`config.mk`:
```
export PLATFORM = sky130hd
export DESIGN_NAME = instr_fetch
export DESIGN_NICKNAME = d
export VERILOG_FILES = /design/src/rtl/proc_pkg.sv /design/src/rtl/pc_lut.sv /design/src/rtl/instr_fetch.sv
export SDC_FILE = /design/constraint.sdc
export NUM_CORES = 1
export LEC_CHECK = 0
export CAP_MARGIN = 30
export CORE_MARGIN = 2
export CORE_UTILIZATION = 45
export DETAILED_ROUTE_END_ITERATION = 12
export GPL_TIMING_DRIVEN = 0
export PLACE_DENSITY_LB_ADDON = 0.12
export SYNTH_ARGS = -nofsm -noshare
export SYNTH_HDL_FRONTEND = slang
export SYNTH_HIERARCHICAL = 1
export SYNTH_SLANG_ARGS = --single-unit
```
`constraint.sdc`:
```
create_clock -name clk -period 2.6 [get_ports clk]
set_clock_uncertainty 0.1 [all_clocks]
set_input_delay 0.26 -clock clk [delete_from_list [all_inputs] [get_ports clk]]
set_output_delay 0.26 -clock clk [all_outputs]
set_load 0.05 [all_outputs]
```
`src/rtl/proc_pkg.sv`:
```
// rtl/proc_pkg.sv - shared widths, halt word, fetch FSM states and branch target table
package proc_pkg;

  localparam int unsigned PCW_DEFAULT       = 10;
  localparam logic [8:0]  HALT_WORD_DEFAULT = 9'h1FF;
  localparam int unsigned LUT_DEPTH         = 32;

  typedef enum logic [1:0] {
    ST_IDLE = 2'd0,
    ST_RUN  = 2'd1,
    ST_HALT = 2'd2
  } fetch_state_t;

  // Branch targets selected by a 5-bit index; entry i holds 16*i + 8.
  localparam int unsigned LUT_TABLE [LUT_DEPTH] = '{
      8,  24,  40,  56,  72,  88, 104, 120,
    136, 152, 168, 184, 200, 216, 232, 248,
    264, 280, 296, 312, 328, 344, 360, 376,
    392, 408, 424, 440, 456, 472, 488, 504
  };

endpackage

```
`src/rtl/pc_lut.sv`:
```
// rtl/pc_lut.sv - FETCH_LUT_EN: combinational branch index to target table
`ifdef FETCH_LUT_EN
module pc_lut
  import proc_pkg::*;
#(
  parameter int unsigned PCW = PCW_DEFAULT
) (
  input  logic [4:0]     idx,
  output logic [PCW-1:0] target
);

  // Pure table lookup; the table is fixed at elaboration.
  always_comb begin
    target = PCW'(LUT_TABLE[idx]);
  end

endmodule
`endif

```
`src/rtl/instr_fetch.sv`:
```
// rtl/instr_fetch.sv - instruction fetch with output/skid buffer and replay; FETCH_LUT_EN selects table branch targets
module instr_fetch
  import proc_pkg::*;
#(
  parameter int unsigned PCW       = PCW_DEFAULT,
  parameter logic [8:0]  HALT_WORD = HALT_WORD_DEFAULT
) (
  input  logic           clk,
  input  logic           reset,
  input  logic           start,
  output logic [PCW-1:0] imem_addr,
  input  logic [8:0]     imem_rdata,
  output logic [8:0]     instr,
  output logic           instr_valid,
  input  logic           instr_ready,
  input  logic           branch_taken,
  input  logic [PCW-1:0] branch_tgt,
  output logic [PCW-1:0] pc_out,
  output logic           done
);

  localparam logic [PCW:0] PC_ONE = (PCW+1)'(1);

  fetch_state_t   state;
  // Next address to issue; the extra MSB flags that fetch ran past the top.
  logic [PCW:0]   pc;
  // Registered read address; s1_v marks it as a live read the memory samples next edge.
  logic [PCW-1:0] addr_q;
  logic           s1_v;
  // s2_v marks imem_rdata as carrying the word fetched from s2_pc.
  logic           s2_v;
  logic [PCW-1:0] s2_pc;
  logic           sk_v;
  logic [8:0]     sk_instr;
  logic [PCW-1:0] sk_pc;

  logic [PCW-1:0] tgt;
  logic [PCW:0]   tgt_inc;
  logic           redirect;
  logic           accept;
  logic           out_free;
  logic           halt_now;
  logic           replay;
  logic           issue;

`ifdef FETCH_LUT_EN
  logic [31:0] tgt_ext;
  logic        unused_tgt_hi;
  assign tgt_ext       = 32'(branch_tgt);
  assign unused_tgt_hi = ^tgt_ext[31:5];
  pc_lut #(.PCW(PCW)) u_pc_lut (
    .idx    (tgt_ext[4:0]),
    .target (tgt)
  );
`else
  assign tgt = branch_tgt;
`endif

  assign redirect = (state == ST_RUN) && branch_taken;
  assign accept   = instr_valid && instr_ready;
  assign out_free = !instr_valid || accept;
  assign halt_now = accept && ((instr == HALT_WORD) || (&pc_out));
  assign tgt_inc  = {1'b0, tgt} + PC_ONE;
  // The arriving word has nowhere to land: drop it and the younger read, refetch from it.
  assign replay   = s2_v && !out_free && sk_v;
  // Stop issuing while both buffer slots are full and nothing drains.
  assign issue    = !pc[PCW] && !(instr_valid && sk_v && !accept);

  // A branch presents its target to memory in the same cycle so only one bubble follows.
  assign imem_addr = redirect ? tgt : addr_q;

  // Fetch FSM, read pipeline, output register and skid entry.
  always_ff @(posedge clk or posedge reset) begin
    if (reset) begin
      state       <= ST_IDLE;
      pc          <= '0;
      addr_q      <= '0;
      s1_v        <= 1'b0;
      s2_v        <= 1'b0;
      s2_pc       <= '0;
      sk_v        <= 1'b0;
      sk_instr    <= '0;
      sk_pc       <= '0;
      instr       <= '0;
      instr_valid <= 1'b0;
      pc_out      <= '0;
      done        <= 1'b0;
    end else begin
      case (state)
        ST_IDLE, ST_HALT: begin
          if (start) begin
            state       <= ST_RUN;
            done        <= 1'b0;
            addr_q      <= '0;
            pc          <= PC_ONE;
            s1_v        <= 1'b1;
            s2_v        <= 1'b0;
            sk_v        <= 1'b0;
            instr_valid <= 1'b0;
          end
        end
        ST_RUN: begin
          if (redirect) begin
            instr_valid <= 1'b0;
            sk_v        <= 1'b0;
            s2_v        <= 1'b1;
            s2_pc       <= tgt;
            if (tgt_inc[PCW]) begin
              s1_v <= 1'b0;
              pc   <= tgt_inc;
            end else begin
              addr_q <= tgt_inc[PCW-1:0];
              s1_v   <= 1'b1;
              pc     <= tgt_inc + PC_ONE;
            end
          end else if (halt_now) begin
            state       <= ST_HALT;
            done        <= 1'b1;
            instr_valid <= 1'b0;
            sk_v        <= 1'b0;
            s1_v        <= 1'b0;
            s2_v        <= 1'b0;
          end else begin
            if (out_free) begin
              if (sk_v) begin
                instr       <= sk_instr;
                pc_out      <= sk_pc;
                instr_valid <= 1'b1;
                if (s2_v) begin
                  sk_instr <= imem_rdata;
                  sk_pc    <= s2_pc;
                end else begin
                  sk_v <= 1'b0;
                end
              end else if (s2_v) begin
                instr       <= imem_rdata;
                pc_out      <= s2_pc;
                instr_valid <= 1'b1;
              end else begin
                instr_valid <= 1'b0;
              end
            end else if (s2_v && !sk_v) begin
              sk_v     <= 1'b1;
              sk_instr <= imem_rdata;
              sk_pc    <= s2_pc;
            end
            if (replay) begin
              addr_q <= s2_pc;
              s1_v   <= 1'b1;
              s2_v   <= 1'b0;
              pc     <= {1'b0, s2_pc} + PC_ONE;
            end else begin
              s2_v  <= s1_v;
              s2_pc <= addr_q;
              if (issue) begin
                addr_q <= pc[PCW-1:0];
                s1_v   <= 1'b1;
                pc     <= pc + PC_ONE;
              end else begin
                s1_v <= 1'b0;
              end
            end
          end
        end
        default: state <= ST_IDLE;
      endcase
    end
  end

endmodule

```
# --- Yosys cells after proc, flatten, opt, wreduce, memory -nomap -nowiden ---
# Index checks and enable logic that the tools add are counted.
totals:
  latchBits: 0
  mem_bits_ro: 0
  wordCells: 126
  ram_bits: 0
  ff_bits: 76
  input_bits: 24
  out_inout_bits: 31
  mem_count: 0
op_classes:
  eq_ne: 15
  n_mux: 59
  addsub: 4
  n_shift: 0
  mul: 0
  bitwise_logic: 2
  n_reduce_logical: 33
  order_cmp: 0
  n_div: 0
ops:
  columns: ["op", "count"]
  rows:
  - ["$mux W10", 15]
  - ["$mux W11", 6]
  - ["$mux W9", 5]
  - ["$add A10 B1 Y11 const B", 2]
  - ["$add A11 B1 Y11 const B", 2]
  - ["$mux W1", 22]
  - ["$pmux W11 S2", 1]
  - ["$pmux W10 S2", 1]
  - ["$ne A2 B2 Y1 const B", 7]
  - ["$reduce_and A3 Y1", 4]
  - ["$pmux W1 S2", 5]
  - ["$reduce_and A10 Y1", 1]
  - ["$reduce_and A5 Y1", 2]
  - ["$eq A9 B9 Y1 const B", 1]
  - ["$logic_and A1 B1 Y1", 9]
  - ["$ne A4 B4 Y1 const B", 2]
  - ["$reduce_and A4 Y1", 2]
  - ["$logic_not A1 Y1", 6]
  - ["$mux W2", 3]
  - ["$ne A3 B3 Y1 const B", 2]
  - ["$reduce_and A6 Y1", 1]
  - ["$reduce_bool A2 Y1", 3]
  - ["$ne A5 B4 Y1 const B", 1]
  - ["$pmux W2 S2", 1]
  - ["7 further kinds", 9]

# --- Logic depth before layout (Yosys ltp) ---
depth:
  depth_word: 10
  depth_mapped: 12
  ltp_nobuf: 9

# --- Worst setup path after synthesis ---
# Ideal clock, no wire load.
synth_path:
  path_kind: "register to register"
  start: "register instr_valid"
  end: "register pc[4]"
  required_ps: 2374
  stages_incl_launch_ff: 12
  n_path_buf: 2
  period_less_slack_ps: 2621
  setup_time_ps: 126
  t_arrival_ps: 2395
  setup_slack_ps: -21
  cell_sequence: "dfrtp_1 -> nand4b_1 -> buf_2 -> buf_2 -> nand2_1 -> nand2_1 -> ha_1 -> nand3_1 -> xor2_1 -> nand2_1 -> o2111a_1 -> a221o_1"
synth_via:
  elab_chain_cells: 9
  word_cells_on_any_way: 19
  classes_between: "eq/ne (2); mux (4); reduce/logical (13)"
synth_rtl:
  columns: ["item", "line_no", "text"]
  rows:
  - ["from (decl)", "instr_fetch.sv:14", "output logic instr_valid,"]
  - ["from (signal assigned)", "instr_fetch.sv:85", "instr_valid <= 1'b0;"]
  - ["from (signal assigned)", "instr_fetch.sv:99", "instr_valid <= 1'b0;"]
  - ["from (signal assigned)", "instr_fetch.sv:104", "instr_valid <= 1'b0;"]
  - ["$logic_not A1 Y1 / $logic_and A1 B1 Y1 (equally long branches)", "instr_fetch.sv:61, instr_fetch.sv:60", null]
  - ["$logic_or A1 B1 Y1", "instr_fetch.sv:61", "assign out_free = !instr_valid || accept;"]
  - ["$logic_not A1 Y1", "instr_fetch.sv:65", "assign replay = s2_v && !out_free && sk_v;"]
  - ["$logic_and A1 B1 Y1 (2 in a row)", "instr_fetch.sv:65", null]
  - ["$mux W11", "instr_fetch.sv:147", "if (replay) begin"]
  - ["$mux W11", "instr_fetch.sv:116", "end else if (halt_now) begin"]
  - ["$mux W11", "instr_fetch.sv:103", "if (redirect) begin"]
  - ["$pmux W11 S2", "instr_fetch.sv:89", "case (state)"]
  - ["to (signal assigned)", "instr_fetch.sv:110", "pc <= tgt_inc;"]
  - ["to (signal assigned)", "instr_fetch.sv:114", "pc <= tgt_inc + PC_ONE;"]
  - ["to (signal assigned)", "instr_fetch.sv:151", "pc <= {1'b0, s2_pc} + PC_ONE;"]
  - ["to (decl)", "instr_fetch.sv:26", "logic [PCW:0] pc;"]
# Several ways; a longest one is shown, not always the timed one. The select of a mux whose other input is x is not followed.
# A chain may end at the register's enable or synchronous reset.

# --- Worst setup path in the final report ---
layout_path:
  start: "register state[0]"
  end: "output port imem_addr[8]"
layout_via:
  elab_chain_cells: 3
layout_rtl:
  columns: ["item", "line_no", "text"]
  rows:
  - ["from (decl)", "instr_fetch.sv:24", "fetch_state_t state;"]
  - ["from (signal assigned)", "instr_fetch.sv:75", "state <= ST_IDLE;"]
  - ["from (signal assigned)", "instr_fetch.sv:92", "state <= ST_RUN;"]
  - ["from (signal assigned)", "instr_fetch.sv:117", "state <= ST_HALT;"]
  - ["$eq A2 B1 Y1", "instr_fetch.sv:59", "assign redirect = (state == ST_RUN) && branch_taken;"]
  - ["$logic_and A1 B1 Y1", "instr_fetch.sv:59", null]
  - ["$mux W10", "instr_fetch.sv:70", "assign imem_addr = redirect ? tgt : addr_q;"]
  - ["to (decl)", "instr_fetch.sv:11", "output logic [PCW-1:0] imem_addr,"]
# No other way between the ends.

==> impl_results.md <==
* Reg-to-Reg Start: sk_v$_DFFE_PP0P_
* Tot GR Track Use at 0.2323
* Fin cells at 648
* Initial core utilization at 0.4563
* ANT nets after route at 0
* Main combinational cell family by area after synthesis: simple AND/OR/NAND/NOR gates
* Syn nets at 477
* Synth Area in Simple Gates at 0.1644
* Clk_lat worst skew at 0.35 ns
* Synth cell types at 53
* Final min period at 2.486 ns
* Final Power at 6.349 mW
* Grt ovf at 0
* Pre-Repair DR Iteration Count at 5
* WL per Instance at 17.84 um
* Area grow syn2layout at 21.34%
* Cell with the most instances after synthesis: dfrtp_1
* RSZ-0062 raised after global routing: no
* Vias at 3622
* Die H at 102.9 um
* Number of max-cap violations at 0
* Post-synthesis xor/xnor area fraction at 0.05775
* WL final at 11560 um
* Placed cell count at 633
* Clk Tree Root Cell: clkbuf_8
* Mux cell area share after synthesis at 0.1633
* DP Wirelength at 8454 um
* Multi-input logic area at 2415 sq um
* Most used flip-flop cell after synthesis: dfrtp_1
* Status: completed
* Initial antenna violation count at 0
* Setup crit start: state[0]$_DFFE_PP0P_
* Gpl congestion at 0.8633
* Synth Warn # at 6
* Setup Fix Bufs, Post-CTS at 0
* Maximum VDD drop at 0.5044 mV
* List of most frequent post-synthesis cells: dfrtp_1 (76), nand2_1 (67), nor2_1 (35)
* CP startpoint kind: flop
* Top cell type by total area after synthesis: dfrtp_1
* Slew @ Worst Pin at 0.8136 ns
* Storage cell area at 1903 sq um
* Synth Area in Adders at 0.008535
* Layout cells sized above 1 at 0.1825
* Total CTS buffers at 9
* DIE AREA at 10580 sq um
* Clk sinks at 76
* Leak at 2.238 nW
* Data required, critical path at 2.24 ns
* Cell row count at 36
* Final Hold Fails at 0
* Max transition margin at 0.4576
* Flops & latches, synth at 76
* Vias in the first global route at 3576
* Clock slew at reported path FFs at 0.08 ns
* CP endpoint kind: output port
* Slew Viols, Final at 0
* CTS tree: yes
* First-pass GRT wire length at 18710 um
* Sequential element share of the synthesized area at 0.4324
* H-Tree Depth at 3
* Final Worst Setup Slack at 0.1144 ns
* Post-Syn Instances at 450
* Post-synth top area share at 0.4324
* Crit Path Category: flop to output port
* Nets@finish at 537
* Setup Viol. Count Final at 0
* P per Cell Area at 1190 nW/um^2
* FMAX at 0.4023 GHz
* CP Data Arrival Time at 2.13 ns
* Synth Cell Area at 4398 sq um
* Async S/R FF share, synth at 1.000
* Clk buf depth at 2
* ANT cells at 0
* Synth area leaders: dfrtp_1 (43%), mux2_2 (7.7%), mux2i_1 (7.3%)
* DIE WIDTH at 102.9 um
* Core ar. at 9639 sq um
* Post-synth EDFFs at 0
* Fill count at 912
* Worst Hold Class: primary input to async pin
* Top-Level Pins at 55
* Syn avg cell area at 9.773 sq um
* Vias/cell at 5.590
* First-iteration detailed-routing DRC count at 247
* Post-route DRC at 0
* Post-Place Setup Slack at -0.5443 ns
* Port bufs at 49
* Largest net degree at the start of global routing at 49
* Cts hold-fix bufs at 0
* Post-synthesis compound-gate area fraction at 0.1422
* CP max FO at 10
* Period utilisation layout at 0.9560
-- layout make-up --
| class | count | area share |
|---|---|---|
| plain buffers | 24 | 0.02345 |
| clock buffers | 11 | 0.02649 |
| repair buffers | 50 | 0.09472 |
| inverters | 5 | 0.003986 |
| flip-flops and latches | 76 | 0.3566 |
| multi-input cells | 344 | 0.4525 |
| clock inverters | 5 | 0.01102 |
| well taps | 133 | 0.03118 |
-- report_power, final --
group | leakage, nW | switching [mW] | internal, mW
Clock | 0.0959 | 0.466 | 0.472
Sequential | 0.907 | 0.495 | 1.74
Combinational | 1.24 | 1.91 | 1.27
Total | 2.24 | 2.88 | 3.47
-- per-stage QoR --
step / area, sq um / utilization / hold slack, ns / TNS [ns]
after floorplan: 4399 / - / 0.2583 / 0
after global placement: 5056 / 0.5245 / 0.3760 / -86.05
after detailed placement: 5086 / 0.5276 / 0.3736 / -8.204
after CTS: 5305 / 0.5504 / 0.1671 / 0
after global routing: 5336 / 0.5536 / 0.1840 / 0
final: 5336 / 0.5536 / 0.1529 / 0
-- what timing repair did --
| item | 4_1_cts | 5_1_grt |
|---|---|---|
| resized for setup | 27 | 21 |
| pin swaps | 0 | 1 |
| endpoints found under the setup margin | 12 | 23 |
-- routing by layer --
layer	global-route usage	vias to the layer above	wire length (um)
li1	-	1740	-
met1	0.3061	1756	5233
met2	0.3917	107	5517
met3	0.03797	19	530
met4	0.07692	0	280
met5	0	-	0
-- kinds of logic after synthesis --
family	Yosys count
DFF	76
and+or+nand+nor	156
xor gates and xnor gates	29
adders and majority gates	3
AOI/OAI and AO/OA	90
muxes	66
buffers and inverters	30
-- cells in the final DEF (no fill, tap or decap), drive strengths merged, types with 5 or more instances in the layout --
master / instances
clkdlybuf4s15: 5
nor4: 5
buf: 14
nor3: 7
mux2: 34
xnor2: 17
o21ai: 24
inv: 6
clkbuf: 26
a22o: 6
mux2i: 32
and3: 5
dfrtp: 76
nor2: 35
nand3: 12
a21oi: 28
clkdlybuf4s50: 38
nand2: 67
nand4: 9
xor2: 12
-- worst paths after layout --
check / endpoint / slack (ns) / cells after the start
max: imem_addr[8] / 0.11 / 7
min: sk_instr[4]$_DFFE_PP0P_ / 0.15 / 2
max reg2reg: pc[4]$_DFFE_PP0P_ / 0.16 / 10
min reg2reg: done$_DFFE_PP0P_ / 0.39 / 2
max in group asynchronous: instr_valid$_DFFE_PP0P_ / 1.67 / 3
min in group clk: s2_pc[3]$_DFFE_PP0P_ / 0.33 / 4
-- critical path: stages (launching register included) --
cell	delay [ns]
dfrtp_1	0.40
nor2b_1	0.14
buf_4	0.17
nand2_2	0.23
clkbuf_4	0.28
nand2_1	0.08
nand2_1	0.10
clkdlybuf4s15_2	0.38
-- flip-flops by register name (all words and copies together), names as in the netlist, 2 cells and up --
name,count
addr_q,10
instr,9
pc,11
pc_out,10
s2_pc,10
sk_instr,9
sk_pc,10
state,2
No activity file was read; power rests on OpenSTA's default activity.
==> RTL edit 1 (config.mk and constraints unchanged) <==
The 3 states of `fetch_state_t` get a one-hot encoding in 3 bits.
--- a/src/rtl/proc_pkg.sv
+++ b/src/rtl/proc_pkg.sv
@@ -5,10 +5,10 @@
   localparam logic [8:0]  HALT_WORD_DEFAULT = 9'h1FF;
   localparam int unsigned LUT_DEPTH         = 32;
 
-  typedef enum logic [1:0] {
-    ST_IDLE = 2'd0,
-    ST_RUN  = 2'd1,
-    ST_HALT = 2'd2
+  typedef enum logic [2:0] {
+    ST_IDLE = 3'b001,
+    ST_RUN  = 3'b010,
+    ST_HALT = 3'b100
   } fetch_state_t;
 
   // Branch targets selected by a 5-bit index; entry i holds 16*i + 8.
Function: same outputs for any inputs over 4 cycles, from zero or initial values and one cycle with reset high; so few cycles prove little.
==> RTL edit 1 against the unedited design <==
  * Total power down 20%
  * Via count grew 4.8%
  * Design area rose by 3.9%
  * Maximum frequency is 1.3% lower
  * Wire length up 2.3%
  * Worst setup slack lost 0.032 ns
  * Hold slack worse by 0.082 ns
  * Die area up 6.3%
  * Count of clock-buffer cells in the layout unchanged
  * Synthesized area increased by 6.5%
  * Sequential cell count up 1
==> RTL edit 1: results (changes against the unedited design) <==
GRT
  • First-pass GRT wire length: 19530 µm (was 18710 µm)
  • Vias in the first global route: 3714 (was 3576)
  • Pin count of the biggest net entering global routing: 64 (was 49)
  • Initial antenna violation count: 0 (unchanged)
  • Tot GR Track Use: 22.29% (was 23.23%)

Clock tree
  • CTS clk-pin slew, worst paths: 0.08 ns (about the same)
  • Post-CTS setup buffer count: 0 (unchanged)
  • Post-cts resize count: 52 (was 27)
  • Skew-Pair Late Insertion Delay: 0.37 ns (was 0.35 ns)

Yosys
  • Mean area per synthesized cell: 10.10 µm² (was 9.773 µm²)
  • Syn nets: 491 (was 477)
  • Netlist cell types: 77 (was 53)
  • Synth cell count leaders: 76 x dfrtp_1, 47 x nand2_1, 35 x mux2i_1, 35 x nor2_1, 31 x a21oi_1 (was 76 x dfrtp_1, 67 x nand2_1, 35 x nor2_1)
  • Post-synthesis sequential area ratio: 41.15% (was 43.24%)
  • Synth top area cells: dfrtp_1 41%, mux2i_1 7.5%, mux2_2 6.5% (was dfrtp_1 43%, mux2_2 7.7%, mux2i_1 7.3%)

Routing
  • Via count: 3795 (was 3622)
  • Met3 WL: 418 µm (was 530 µm)
  • Routed length on met2: 5630 µm (was 5517 µm)
  • Drt pass-1 iters: 4 (was 5)
  • DRT iter0 DRCs: 224 (was 247)
  • Routed vias/inst: 5.681 (was 5.590)
  • Wire per inst: 17.71 µm (was 17.84 µm)
  • Metal-1 WL: 5619 µm (was 5233 µm)

Setup path
  • R2r startpoint: s2_v$_DFFE_PP0P_ (was sk_v$_DFFE_PP0P_)
  • Worst-case reg-to-reg path depth: 9 (was 10)
  • Worst reg-to-reg setup slack: 0.19 ns (was 0.16 ns)
  • Worst-path fanout max: 10 (unchanged)
  • Crit path launch: state[2]$_DFFE_PP0P_ (was state[0]$_DFFE_PP0P_)
  • Crit path kind: flip-flop to output pin (unchanged)
  • CP Data Arrival Time: 2.16 ns (was 2.13 ns)
  • FF-to-FF End: pc[6]$_DFFE_PP0P_ (was pc[4]$_DFFE_PP0P_)

Cells and area
  • Fillers: 951 (was 912)
  • Flip-flop count of the largest register after layout: 11 (unchanged)
  • Share of cells above drive strength 1: 20.11% (was 18.25%)
  • Final net count: 554 (was 537)
  • Register with the most flip-flops: pc (unchanged)

Placed design
  • Routability cong.: 0.8723 (was 0.8633)
  • I/O Buffers: 51 (was 49)
  • DP HPWL: 8782 µm (was 8454 µm)
  • Dpl ws: -0.4812 ns (was -0.5443 ns)
  • Placed Cells: 652 (was 633)

STA
  • Measured slew at the worst slew-check pin: 0.7737 ns (was 0.8136 ns)

Status
  • Status: finished clean (unchanged)

Pwr
  • Pleak: 2.456 nW (was 2.238 nW)
  • Peak supply drop: 470.8 µV (was 504.4 µV)
  • Switching portion of total power: 45.79% (was 45.29%)
[RTL edit 1: how the worst max path moves through the flow]
stage / to / slack, ns / depth (start not counted)
after floorplan: s2_pc[0]$_DFFE_PP0P_ / -0.08 / 6
after global placement: sk_pc[7]$_DFFE_PP0P_ / -1.05 / 2
after detailed placement: imem_addr[5] / -0.48 / 6
after CTS: imem_addr[4] / 0.02 / 7
after global routing: imem_addr[7] / -0.03 / 7
final: imem_addr[4] / 0.08 / 7
[RTL edit 1: power by group through the flow]
| stage | combinational (mW) | clock (mW) | sequential (mW) |
|---|---|---|---|
| floorplan | 1.15 | 0 | 2.33 |
| global placement | 2.34 | 0 | 1.91 |
| detailed placement | 2.36 | 0 | 1.92 |
| CTS | 2.34 | 0.872 | 1.90 |
| global route | 2.48 | 0.931 | 1.95 |
| finish | 2.32 | 0.848 | 1.90 |
[RTL edit 1: area by class of cell]
cell class | instances | share of cell area (%)
multi-input cells | 352 | 46.43
repair buffers | 52 | 8.984
plain buffers | 25 | 2.822
clock inverters | 5 | 0.6321
flip-flops and latches | 77 | 34.79
inverters | 10 | 0.7223
well taps | 136 | 3.070
clock buffers | 11 | 2.551
[RTL edit 1: cell families (layout without fill, tap and decap cells)]
group | count (synthesis) | count (layout) | share of synthesized area (%)
mux | 65 | 65 | 14.77
buf+inv | 35 | 103 | 4.032
flops | 77 | 77 | 41.15
xor+xnor | 24 | 24 | 4.486
simple gates | 156 | 156 | 19.79
fa+ha+maj | 3 | 3 | 0.8012
compound gates | 104 | 104 | 14.98
[RTL edit 1: per-stage QoR]
stage / TNS (ns) / util [%] / power (mW) / instance area [µm²] / hold slack (ns)
detailed placement: -4.806 / 52.75 / 4.284 / 5396 / 0.3808
global route: -0.09490 / 54.18 / 5.360 / 5543 / 0.08172
global placement: -83.96 / 52.45 / 4.246 / 5366 / 0.3735
CTS: 0 / 54.24 / 5.105 / 5549 / 0.07479
floorplan: -0.2483 / - / 3.480 / 4686 / 0.3104
finish: 0 / 54.18 / 5.063 / 5543 / 0.07067
[RTL edit 1: per-layer routing]
metal | up-vias | global-route usage [%]
met5 | - | 0
met3 | 12 | 3.556
met1 | 1897 | 31.95
li1 | 1815 | -
met2 | 71 | 34.47
met4 | 0 | 7.519
[RTL edit 1: critical path: stages (launching register included)]
cell and delay (ns):
dfrtp_1 0.46, nand2b_4 0.20, nor2_4 0.20, and2_2 0.25, clkbuf_4 0.24, nand2_1 0.07
nand2_1 0.10, buf_2 0.27
==> RTL edit 2 (config.mk and constraints unchanged) <==
Made on the original files. Build with the macro `FETCH_LUT_EN` defined.
--- a/src/rtl/pc_lut.sv
+++ b/src/rtl/pc_lut.sv
@@ -1,4 +1,6 @@
 // rtl/pc_lut.sv - FETCH_LUT_EN: combinational branch index to target table
+`define FETCH_LUT_EN
+
 `ifdef FETCH_LUT_EN
 module pc_lut
   import proc_pkg::*;
Formal check against the unedited RTL: not equivalent (a bounded check fails within 4 cycles, from zero or initial values and one cycle with reset high).
==> RTL edit 2 against the unedited design <==
  * Register-to-register slack improved by 0.03 ns
  * Wire length down 0.61%
  * Total power decreased by 0.56%
  * Design area decreased by 0.21%
  * Sequential cell count is the same
  * Worst setup slack better by 0.073 ns
  * Hold slack lost 0.036 ns
  * Synthesized area grew 1.9%
  * Critical path type is now flip-flop to flip-flop
  * Highest routed layer unchanged
==> RTL edit 2: results (changes against the unedited design) <==
Placed design
  • DP HPWL: 8521 µm (was 8454 µm)
  • Dpl ws: -0.5515 ns (was -0.5443 ns)
  • Area after DPL: 0.005120 mm² (was 0.005086 mm²)
  • I/O Buffers: 43 (was 49)
  • Routability cong.: 0.8809 (was 0.8633)

Routing
  • Final wirelength: 11490 µm (was 11560 µm)
  • DRT iter0 DRCs: 177 (was 247)
  • Routed vias/inst: 5.550 (was 5.590)

Pwr
  • Pleak: 2.266 nW (was 2.238 nW)
  • Peak supply drop: 572.2 µV (was 504.4 µV)

Cells and area
  • Antenna diode count: 0 (unchanged)
  • Flip-flop count of the largest register after layout: 11 (unchanged)
  • Share of cells above drive strength 1: 18.55% (was 18.25%)
  • Register with the most flip-flops: pc (unchanged)
  • Final net count: 545 (was 537)

Yosys
  • Post-synthesis async set-or-reset flop share: 100.0% (unchanged)
  • Netlist cell types: 54 (was 53)
  • Synth Warn #: 6 (unchanged)
  • Synth top area cells: dfrtp_1 42%, mux2_2 7.5%, mux2i_1 7.1% (was dfrtp_1 43%, mux2_2 7.7%, mux2i_1 7.3%)
  • Post-synthesis sequential area ratio: 42.45% (was 43.24%)

GRT
  • Tot GR Track Use: 22.52% (was 23.23%)
  • First-pass GRT wire length: 19550 µm (was 18710 µm)
  • Pin count of the biggest net entering global routing: 59 (was 49)
  • Vias in the first global route: 3660 (was 3576)

Clock tree
  • CTS max path bufs: 2 (unchanged)
  • Post-cts resize count: 25 (was 27)
  • H-tree depth: 3 (unchanged)
  • CTS clk-pin slew, worst paths: 0.08 ns (about the same)
  • Clk root buf: clkbuf_8 (unchanged)
  • Skew-Pair Late Insertion Delay: 0.35 ns (about the same)

Setup path
  • Worst-path fanout max: 10 (unchanged)
  • CP max-delay cell: dfrtp_1 (unchanged)
  • Crit path largest cell delay: 0.33 ns (was 0.40 ns)
  • Crit path launch: sk_v$_DFFE_PP0P_ (was state[0]$_DFFE_PP0P_)
  • Top delay family on crit path: simple AND/OR/NAND/NOR gates (was buffers and inverters)
  • CP Data Arrival Time: 2.54 ns (was 2.13 ns)

Status
  • Status: finished clean (unchanged)

STA
  • Slew headroom: 48.36% (was 45.76%)
  • Final WS setup: 0.1876 ns (was 0.1144 ns)
  • Slew Viols, Final: 0 (unchanged)
==> RTL edit 2: metrics by stage <==
stage	hold slack, ns	instances
4_1_cts	0.1259	657
3_5_place_dp	0.3932	642
5_1_grt	0.1404	656
3_3_place_gp	0.3718	641
6_report	0.1165	656
2_1_floorplan	0.2583	465
==> RTL edit 2: final cells by class <==
| cell class | count | area, µm² |
|---|---|---|
| tap | 133 | 166.4 |
| fill | 931 | 4404 |
| inverter | 5 | 21.27 |
| multi-input combinational | 349 | 2397 |
| timing repair buffer | 44 | 441.7 |
| sequential | 76 | 1903 |
| buffer | 33 | 195.2 |
| clock inverter | 5 | 58.81 |
| clock buffer | 11 | 141.4 |
==> RTL edit 2: routing by layer <==
layer / GRT usage, % / wire length [µm] / vias up
li1: - / - / 1745
met1: 31.05 / 5366 / 1762
met2: 36.52 / 5413 / 111
met3: 4.154 / 491 / 23
met4: 6.274 / 217 / 0
met5: 0 / 0 / -
==> RTL edit 2: final timing paths <==
path,to,cells after the start
min in group clk,s2_pc[8]$_DFFE_PP0P_,4
max in group asynchronous,s2_pc[6]$_DFFE_PP0P_,3
min,state[0]$_DFFE_PP0P_,2
max,pc[4]$_DFFE_PP0P_,10
max reg2reg,pc[4]$_DFFE_PP0P_,10
min reg2reg,done$_DFFE_PP0P_,2
==> RTL edit 2: power breakdown <==
part | switching [mW] | internal (mW) | total (mW)
clock network | 0.455 | 0.472 | 0.927
logic | 1.90 | 1.26 | 3.16
registers | 0.492 | 1.74 | 2.23
total | 2.85 | 3.47 | 6.31
==> RTL edit 2: kinds of logic after synthesis <==
| logic type | synth area share [%] |
|---|---|
| fa+ha+maj | 0.8378 |
| buf+inv | 4.747 |
| other cells | 0.1676 |
| compound gates | 13.96 |
| mux | 16.03 |
| flops | 42.45 |
| simple gates | 16.14 |
| xor+xnor | 5.669 |
